==> src/rtl/regfile_param_if.sv <==
// regfile_param_if: bus bundle for regfile_param.
//   master : writeback/operand-fetch side (drives we/waddr/wdata, re_x/raddr_x)
//   slave  : the register file (drives rdata_a/valid_a, rdata_b/valid_b)
// Signals:
//   we, waddr, wdata          write port
//   re_a, raddr_a             read request, port A
//   rdata_a, valid_a          registered read data/flag, port A
//   re_b, raddr_b             read request, port B
//   rdata_b, valid_b          registered read data/flag, port B
interface regfile_param_if #(
    parameter int unsigned DATA_W = 32,
    parameter int unsigned ADDR_W = 5
);
    logic              we;
    logic [ADDR_W-1:0] waddr;
    logic [DATA_W-1:0] wdata;
    logic              re_a;
    logic [ADDR_W-1:0] raddr_a;
    logic [DATA_W-1:0] rdata_a;
    logic              valid_a;
    logic              re_b;
    logic [ADDR_W-1:0] raddr_b;
    logic [DATA_W-1:0] rdata_b;
    logic              valid_b;

    modport master (
        output we, waddr, wdata, re_a, raddr_a, re_b, raddr_b,
        input  rdata_a, valid_a, rdata_b, valid_b
    );

    modport slave (
        input  we, waddr, wdata, re_a, raddr_a, re_b, raddr_b,
        output rdata_a, valid_a, rdata_b, valid_b
    );
endinterface

==> src/rtl/regfile_param.sv <==
// regfile_param: parametrised register file, one write port, two registered
// read ports (A/B) with 1-cycle latency and per-port valid flags.
// Ports:
//   clk  - clock, all state changes on rising edge
//   rst  - synchronous reset, active-high (clears array, read data, valids)
//   bus  - regfile_param_if.slave (write port + read ports A/B)
// Parameters: DATA_W, DEPTH (any value >= 1), ADDR_W (2**ADDR_W >= DEPTH),
//   ZERO_REG (1: register 0 reads as zero and ignores writes).
// Build option: define RF_BYPASS_EN for write-first reads (a same-cycle read
//   of the address being written returns wdata); otherwise read-before-write.
module regfile_param #(
    parameter int unsigned DATA_W   = 32,
    parameter int unsigned DEPTH    = 16,
    parameter int unsigned ADDR_W   = 5,
    parameter int unsigned ZERO_REG = 0
) (
    input logic            clk,
    input logic            rst,
    regfile_param_if.slave bus
);
    localparam int unsigned IDX_W = (DEPTH > 1) ? $clog2(DEPTH) : 1;
    localparam logic [ADDR_W:0] DEPTH_LIM = (ADDR_W + 1)'(DEPTH);

    logic [DATA_W-1:0] regs [DEPTH];
    logic              writeOk;
    logic [DATA_W-1:0] readA;
    logic [DATA_W-1:0] readB;

    function automatic logic addrUsable(input logic [ADDR_W-1:0] a);
        return ({1'b0, a} < DEPTH_LIM) && !((ZERO_REG != 0) && (a == '0));
    endfunction

    // Out-of-range and zero-register addresses never reach the array, so a
    // blocked write is also never forwarded to a same-cycle read.
    function automatic logic [DATA_W-1:0] readSel(
        input logic [ADDR_W-1:0] a,
        input logic              wOk,
        input logic [ADDR_W-1:0] wAddr,
        input logic [DATA_W-1:0] wData
    );
        logic [DATA_W-1:0] v;
        v = '0;
        if (addrUsable(a)) begin
`ifdef RF_BYPASS_EN
            if (wOk && (wAddr == a))
                v = wData;
            else
                v = regs[a[IDX_W-1:0]];
`else
            v = regs[a[IDX_W-1:0]];
            if (wOk && (wAddr == a))
                v = regs[a[IDX_W-1:0]];
`endif
        end
        return v;
    endfunction

    always_comb begin
        writeOk = bus.we && addrUsable(bus.waddr);
        readA   = readSel(bus.raddr_a, writeOk, bus.waddr, bus.wdata);
        readB   = readSel(bus.raddr_b, writeOk, bus.waddr, bus.wdata);
    end

    always_ff @(posedge clk) begin
        if (rst) begin
            for (int unsigned i = 0; i < DEPTH; i++)
                regs[i] <= '0;
            bus.rdata_a <= '0;
            bus.rdata_b <= '0;
            bus.valid_a <= 1'b0;
            bus.valid_b <= 1'b0;
        end else begin
            if (writeOk)
                regs[bus.waddr[IDX_W-1:0]] <= bus.wdata;
            if (bus.re_a)
                bus.rdata_a <= readA;
            if (bus.re_b)
                bus.rdata_b <= readB;
            bus.valid_a <= bus.re_a;
            bus.valid_b <= bus.re_b;
        end
    end
endmodule

==> src/flat_wrapper.sv <==
// flat-port wrapper written by rule: the top's interface ports become plain ports
module regfile_param_flat 
#(
    parameter int unsigned DATA_W   = 32,
    parameter int unsigned DEPTH    = 16,
    parameter int unsigned ADDR_W   = 5,
    parameter int unsigned ZERO_REG = 0
)
  (clk, rst, bus_we, bus_waddr, bus_wdata, bus_re_a, bus_raddr_a, bus_re_b, bus_raddr_b, bus_rdata_a, bus_valid_a, bus_rdata_b, bus_valid_b);
  regfile_param_if #(.DATA_W(DATA_W), .ADDR_W(ADDR_W)) bus_i ();
  input logic clk;
  input logic rst;
  input wire logic [$bits(bus_i.we)-1:0] bus_we;
  input wire logic [$bits(bus_i.waddr)-1:0] bus_waddr;
  input wire logic [$bits(bus_i.wdata)-1:0] bus_wdata;
  input wire logic [$bits(bus_i.re_a)-1:0] bus_re_a;
  input wire logic [$bits(bus_i.raddr_a)-1:0] bus_raddr_a;
  input wire logic [$bits(bus_i.re_b)-1:0] bus_re_b;
  input wire logic [$bits(bus_i.raddr_b)-1:0] bus_raddr_b;
  output wire logic [$bits(bus_i.rdata_a)-1:0] bus_rdata_a;
  output wire logic [$bits(bus_i.valid_a)-1:0] bus_valid_a;
  output wire logic [$bits(bus_i.rdata_b)-1:0] bus_rdata_b;
  output wire logic [$bits(bus_i.valid_b)-1:0] bus_valid_b;
  assign bus_i.we = bus_we;
  assign bus_i.waddr = bus_waddr;
  assign bus_i.wdata = bus_wdata;
  assign bus_i.re_a = bus_re_a;
  assign bus_i.raddr_a = bus_raddr_a;
  assign bus_i.re_b = bus_re_b;
  assign bus_i.raddr_b = bus_raddr_b;
  assign bus_rdata_a = bus_i.rdata_a;
  assign bus_valid_a = bus_i.valid_a;
  assign bus_rdata_b = bus_i.rdata_b;
  assign bus_valid_b = bus_i.valid_b;
  regfile_param #(.DATA_W(DATA_W), .DEPTH(DEPTH), .ADDR_W(ADDR_W), .ZERO_REG(ZERO_REG)) u_core (.clk(clk), .rst(rst), .bus(bus_i));
endmodule
==> config.mk <==
export PLATFORM = sky130hd
export DESIGN_NAME = regfile_param_flat
export DESIGN_NICKNAME = d
export VERILOG_FILES = /design/src/rtl/regfile_param_if.sv /design/src/rtl/regfile_param.sv /design/src/flat_wrapper.sv
export SDC_FILE = /design/constraint.sdc
export NUM_CORES = 1
export LEC_CHECK = 0
export CAP_MARGIN = 25
export CORE_MARGIN = 5
export CORE_UTILIZATION = 61
export DETAILED_ROUTE_END_ITERATION = 10
export GPL_ROUTABILITY_DRIVEN = 0
export PLACE_DENSITY = 0.79
export SLEW_MARGIN = 5
export SYNTH_ARGS = -nofsm -noshare
export SYNTH_HDL_FRONTEND = slang
export SYNTH_SLANG_ARGS = --single-unit
==> constraint.sdc <==
create_clock -name clk -period 2.75 [get_ports clk]
set_input_delay 0.275 -clock clk [delete_from_list [all_inputs] [get_ports clk]]
set_output_delay 0.275 -clock clk [all_outputs]
set_load 0.05 [all_outputs]
==> out/results.ini, run 1 <==
[logic_synthesis]
synth_seq_cells=578
yosysSeqAreaShare_pct=57.5
synth_cells=1946
ys.flop_type=edfxtp_1
synth-edff-count=512
avgSynthCellArea_um2=14.9
syn-cell-area_um2=29000
syn-num-nets=1998
synthArstFlopShare_pct=0
yosysWarnings=0
synth.distinct_cells=35

[worst_setup_path]
cp_top_family=buffers and inverters
r2r_cells=3
cp_slowest_cell=clkdlybuf4s50_1
cp.arrival_ns=1.97
r2r_slack_ns=1.08
cp_max_fo=2
crit_required_ns=2.48
cpPeakStageDelay_ns=0.87
r2r_end=u_core.bus.rdata_a[30]
end_kind=output port
endpoint=bus_rdata_a[30]
crit_path_start_kind=flop
reg2reg_from=u_core.regs[15][30]
cp.depth=1
crit_type=reg2out
crit_path_cell_trace=clkdlybuf4s50_1
worst-path-buf-inv=1
startpoint=u_core.bus.rdata_a[30]

[routing]
routedWlPerCell_um=30.5
drtIter0Drc=2420
vias=18400
drt_first_pass_iters=6
routed_wl_um=82600
postRouteAntennaNets=0
vias_per_cell=6.81
remaining_drc_errors=0

[finish]
num-fill-cells=3083
layout_commonest_cell=and2_1
finalCoreUtilization_pct=70.4
finalNetCount=2093
area_delta_synth_final_pct=15.0
stdcell_count=2708
drive_gt1_share_pct=24.0
final_cell_mix=and2_1, edfxtp_1, mux4_2

[run_status]
status=finished, final reports clean

[floorplanning]
die_w_um=228
initial_core_util_pct=61.2
io_pins=118
core_area_um2=47400
fp.dieH_um=228
die_area_um2=52100
rows=80

[cts]
clock-sinks=578
cts-root-buf=clkbuf_16
cts_buffer_depth=3
clkTransAtPathRegs_ns=0.06
clk_latency_ns=0.62
cts_made_buffers=59
htreeDepth=2
cts_tree=built
post-cts-setup-buffers=0
ctsHoldBuffers=0
cts_resized=0

[timing]
hold_viol_final=0
fin_crit_ns=2.24
worst_pin_slew_ns=0.857
max_slew_margin_pct=42.7
whs_ns=0.118
finClkSkew_ns=0.0110
fin_crit_sh_pct=81.5
fmax_ghz=0.446
setup_tns_ns=0
rsz0062_at_grt=no
setup_viol=0
slew_violations=0

[power]
powerDensity_nw_per_um2=618
power_leakage_nw=12.0
peakVddDrop_mv=0.509

[place]
numPortBuffers=117
dpl.cell_count=2595
dpl.hpwl_um=50000

[global_routing]
grt_pass1_wl_um=123000
overflow=0
antenna_found_initial=5
grtUsageTotal_pct=31.7
grt_max_degree=69
first_global_vias=19200

[run]
max_cap_viol_count=0

[hold_path]
hold_depth=3
hp-class=in2reg

[metrics by stage]
| step | setup slack, ns | cell area [µm²] | power, mW |
|---|---|---|---|
| after floorplan | 0.751 | 29000 | 11.8 |
| after global placement | 0.294 | 31400 | 12.7 |
| after detailed placement | 0.254 | 31500 | 12.8 |
| after CTS | 0.530 | 33400 | 20.7 |
| after global routing | 0.466 | 33400 | 21.3 |
| final | 0.510 | 33400 | 20.7 |
[report_power, final]
group | internal, mW | leakage, nW | switching (mW)
Sequential | 10.0 | 5.41 | 0.273
Combinational | 1.06 | 5.60 | 1.28
Clock | 4.68 | 0.953 | 3.36
Total | 15.8 | 12.0 | 4.90
[cell type report]
class | count | area (µm²) | area share [%]
Multi-Input combinational cell | 1178 | 11600 | 34.7
Sequential cell | 578 | 16700 | 50.0
Inverter | 3 | 11.3 | 0.0337
Tap cell | 615 | 769 | 2.30
Clock buffer | 88 | 1720 | 5.14
Antenna cell | 2 | 5.00 | 0.0150
Clock inverter | 23 | 221 | 0.663
Timing Repair Buffer | 221 | 2400 | 7.20
[cells in the mapped netlist, drive strengths merged (16+ instances only)]
library cell	count	area share [%]
or2	16	0.34
edfxtp	512	53
o21ai	63	1.1
a22oi	62	1.6
mux2	63	2.4
nor2	16	0.21
and2	514	11
nand2	47	0.61
dfxtp	66	4.5
mux4	208	16
a221oi	42	1.3
clkbuf	134	1.7
buf	53	1.2
mux2i	114	3.9
[metal layers]
metal  GRT usage (%)  share of wire (%)  vias up
li1                -                  -     7637
met1            42.0                 36     9426
met2            51.9                 49     1152
met3            8.08                 11      220
met4            11.1                3.7        2
met5               0             0.0085        -
[sequential cells by signal (all words and copies together) (netlist names)]
signal and cells:
u_core.bus.rdata_a 32, u_core.bus.rdata_b 32, u_core.bus.valid_a 1, u_core.bus.valid_b 1, u_core.regs 512
[kinds of logic (layout without fill, tap and decap cells)]
| family | count (synthesis) | count (layout) | share of synthesized area [%] |
|---|---|---|---|
| AND/OR/NAND/NOR | 617 | 617 | 12.8 |
| flip-flops | 578 | 578 | 57.5 |
| multiplexers | 385 | 385 | 22.5 |
| buffers and inverters | 190 | 335 | 2.96 |
| AO/OA/AOI/OAI | 176 | 176 | 4.20 |
| other | 0 | 2 | 0 |
[worst min-delay path by stage]
stage          slack (ns)                endpoint                   start
6_report             0.12  u_core.bus.rdata_b[13]          bus_raddr_b[0]
5_1_grt              0.13  u_core.bus.rdata_b[11]          bus_raddr_b[0]
4_1_cts              0.08  u_core.bus.rdata_b[13]          bus_raddr_b[0]
3_5_place_dp         0.45  u_core.bus.rdata_b[12]  u_core.bus.rdata_b[12]
3_3_place_gp         0.45  u_core.bus.rdata_b[12]  u_core.bus.rdata_b[12]
2_1_floorplan        0.40      u_core.bus.valid_a                bus_re_a
Note: power is estimated with default switching activity, not from simulation.
==> run 2, diff against run 1 <==
--- a/config.mk
+++ b/config.mk
@@ -7,10 +7,10 @@
 export LEC_CHECK = 0
 export CAP_MARGIN = 25
 export CORE_MARGIN = 5
-export CORE_UTILIZATION = 61
+export CORE_UTILIZATION = 56
 export DETAILED_ROUTE_END_ITERATION = 10
 export GPL_ROUTABILITY_DRIVEN = 0
-export PLACE_DENSITY = 0.79
+export PLACE_DENSITY = 0.76
 export SLEW_MARGIN = 5
 export SYNTH_ARGS = -nofsm -noshare
 export SYNTH_HDL_FRONTEND = slang
==> constraint.sdc (replaced) <==
create_clock -name clk -period 1.92 [get_ports clk]
set_input_delay 0.192 -clock clk [delete_from_list [all_inputs] [get_ports clk]]
set_output_delay 0.192 -clock clk [all_outputs]
set_load 0.05 [all_outputs]
==> run 2 against run 1 <==
  * Sequential power rose by 44%
  * Critical path depth rose by 7
  * Count of clock-buffer cells in the layout rose by 2
  * Sequential cell count did not move
  * Global-route usage fell by 0.64 points
  * Cell count rose by 5.0%
  * Via count rose by 2.5%
  * Clock skew rose by 0.0061 ns
  * Sequential share of layout area fell by 1.3 points
  * Worst setup slack got worse by 0.46 ns
  * Hold slack improved by 0.044 ns
  * Critical endpoint is now u_core.regs[3][5]
  * Highest routed layer unchanged
==> out/results.ini, run 2 (synthesis gave the netlist of run 1 again) <==
[timing]
finClkSkew_ns=0.0171  ; +0.00607 ns
setup_viol=0  ; unchanged
worst_pin_slew_ns=1.01  ; +0.151 ns
slew_violations=0  ; unchanged
rsz0062_at_grt=no
fmax_ghz=0.535
fin_crit_ns=1.87
hold_viol_final=0  ; unchanged
fin_crit_sh_pct=97.3
max_slew_margin_pct=32.6  ; -10 points
fin_ws_ns=0.0518  ; -0.458 ns

[routing]
routed_wl_um=88400  ; +7.0%
postRouteAntennaNets=0  ; unchanged
drtIter0Drc=2632  ; +8.8%
routedWlPerCell_um=31.1  ; +1.9%
vias_per_cell=6.65  ; -2.4%
drt_first_pass_iters=8  ; +2
remaining_drc_errors=0  ; unchanged
vias=18900  ; +2.5%

[place]
numPortBuffers=117  ; unchanged
dp_slack_ns=-0.721  ; -0.975 ns
dpl.cell_count=2733  ; +5.3%
dpl.hpwl_um=58300  ; +17%

[global_routing]
grt_pass1_wl_um=129000  ; +4.5%
grt_max_degree=33  ; -52%
first_global_vias=19500  ; +2.0%
overflow=0  ; unchanged
grtUsageTotal_pct=31.1  ; -0.64 points
antenna_found_initial=6  ; +1

[floorplanning]
die_area_um2=56500  ; +8.5%
rows=83  ; +3.8%
fp.dieH_um=238  ; +4.2%
core_area_um2=51300  ; +8.1%
initial_core_util_pct=56.6  ; -4.6 points
die_w_um=238  ; +4.2%
io_pins=118  ; unchanged

[worst_setup_path]
worst-path-buf-inv=4  ; +3
reg2reg_from=u_core.regs[5][0]
cpPeakStageDelay_ns=0.51  ; -0.36 ns
crit_path_cell_trace=clkdlybuf4s50_1 > nor4bb_2 > buf_4 > nand2_1 > nor3_2 > buf_4 > buf_4 > and2_1
crit_path_start_kind=primary input
path_common_cell=buf_4
cp_top_family=buffers and inverters
r2r_end=u_core.bus.rdata_a[0]
crit_required_ns=2.40  ; -0.08 ns
cp_max_fo=11  ; +9
cp.arrival_ns=2.35  ; +0.38 ns
cp_slowest_cell=clkdlybuf4s50_1
r2r_slack_ns=0.28  ; -0.80 ns
crit_type=in2reg
end_kind=flop
r2r_cells=4  ; +1

[finish]
drive_gt1_share_pct=27.6  ; +3.7 points
area_delta_synth_final_pct=18.1
stdcell_count=2843  ; +5.0%
top_register=u_core.regs
final_cell_mix=and2_1, edfxtp_1, mux4_2
largest_register_ffs=512  ; unchanged
finalNetCount=2165  ; +3.4%
reg_top3=u_core.regs (512), u_core.bus.rdata_a (32), u_core.bus.rdata_b (32)
layout_commonest_cell=and2_1

[cts]
htreeDepth=2  ; unchanged
cts_tree=built
cts_made_buffers=58  ; -1.7%
clk_latency_ns=0.63  ; about the same
cts-root-buf=clkbuf_16
post-cts-setup-buffers=0  ; unchanged
clock-sinks=578  ; unchanged
cts_buffer_depth=3  ; unchanged
clkTransAtPathRegs_ns=0.06  ; about the same

[hold_path]
hp-start=bus_raddr_b[0]
worstHoldEndpoint=u_core.bus.rdata_b[14]
hold_depth=4  ; +1
hp-class=in2reg

[run_status]
status=finished, final reports clean

[power]
powerDensity_nw_per_um2=867  ; +40%
power_leakage_nw=12.7  ; +6.0%
peakVddDrop_mv=0.662  ; +30%
fin_total_pwr_mw=29.7  ; +44%

[run]
max_cap_viol_count=0  ; unchanged

## run 2: cell types whose count changed in the layout (fill, tap and decap cells not counted), moves of 4 or more
cell / previous run / this run
clkinv_4: 4 / 0
dlygate4sd2_1: 0 / 47
clkbuf_8: 9 / 16
clkdlybuf4s50_1: 112 / 46
buf_12: 36 / 63
buf_4: 69 / 132
## run 2: per-stage QoR
step	hold WS, ns	TNS, ns	cell area, µm²	utilization (%)
after floorplan	0.320	0	29000	-
after global placement	0.483	-623.20	32400	63.1
after detailed placement	0.483	-593.91	32400	63.2
after CTS	0.135	0	34300	66.9
after global routing	0.186	0	34300	66.9
final	0.162	0	34300	66.9
## run 2: cell type report
type / count / area, µm²
multi-input combinational: 1178 / 11600
fill: 3499 / 17000
clock inverter: 19 / 169
inverter: 3 / 11.3
sequential: 578 / 16700
timing repair buffer: 294 / 3210
tap: 680 / 851
clock buffer: 90 / 1750
antenna: 1 / 2.50
## run 2: timing repair
item,4_1_cts,5_1_grt
endpoints found under the setup margin,137,8
pin swaps,0,0
resized for setup,49,1
hold buffers,0,0
## run 2: worst max-delay path by stage
stage                           start            endpoint  slack [ns]  depth (start not counted)
6_report                          rst   u_core.regs[3][5]        0.05                          8
5_1_grt                           rst  u_core.regs[2][31]        0.01                          7
4_1_cts        u_core.bus.rdata_a[15]     bus_rdata_a[15]        0.05                          1
3_5_place_dp                      rst  u_core.regs[2][18]       -0.72                          7
3_3_place_gp                      rst  u_core.regs[5][21]       -0.70                          7
2_1_floorplan            bus_waddr[1]   u_core.regs[0][0]       0.004                          4
## run 2: metal layers
layer | share of wire (%) | routed length, µm | vias to the layer above | track usage [%]
li1 | - | - | 7760 | -
met1 | 36 | 31900 | 9655 | 41.0
met2 | 47 | 42000 | 1201 | 49.4
met3 | 11 | 9580 | 278 | 7.37
met4 | 5.5 | 4900 | 6 | 14.6
met5 | 0.034 | 30 | - | 0
## run 2: worst min-delay path: stages
cell	delay [ns]
buf_4	0.13
buf_4	0.25
o21ai_0	0.13
nand2_1	0.05
## run 2: report_power, final
part / leakage (nW) / switching, mW / internal [mW]
clock network: 0.948 / 4.79 / 6.64
registers: 5.41 / 0.409 / 14.4
logic: 6.33 / 1.93 / 1.61
total: 12.7 / 7.14 / 22.6
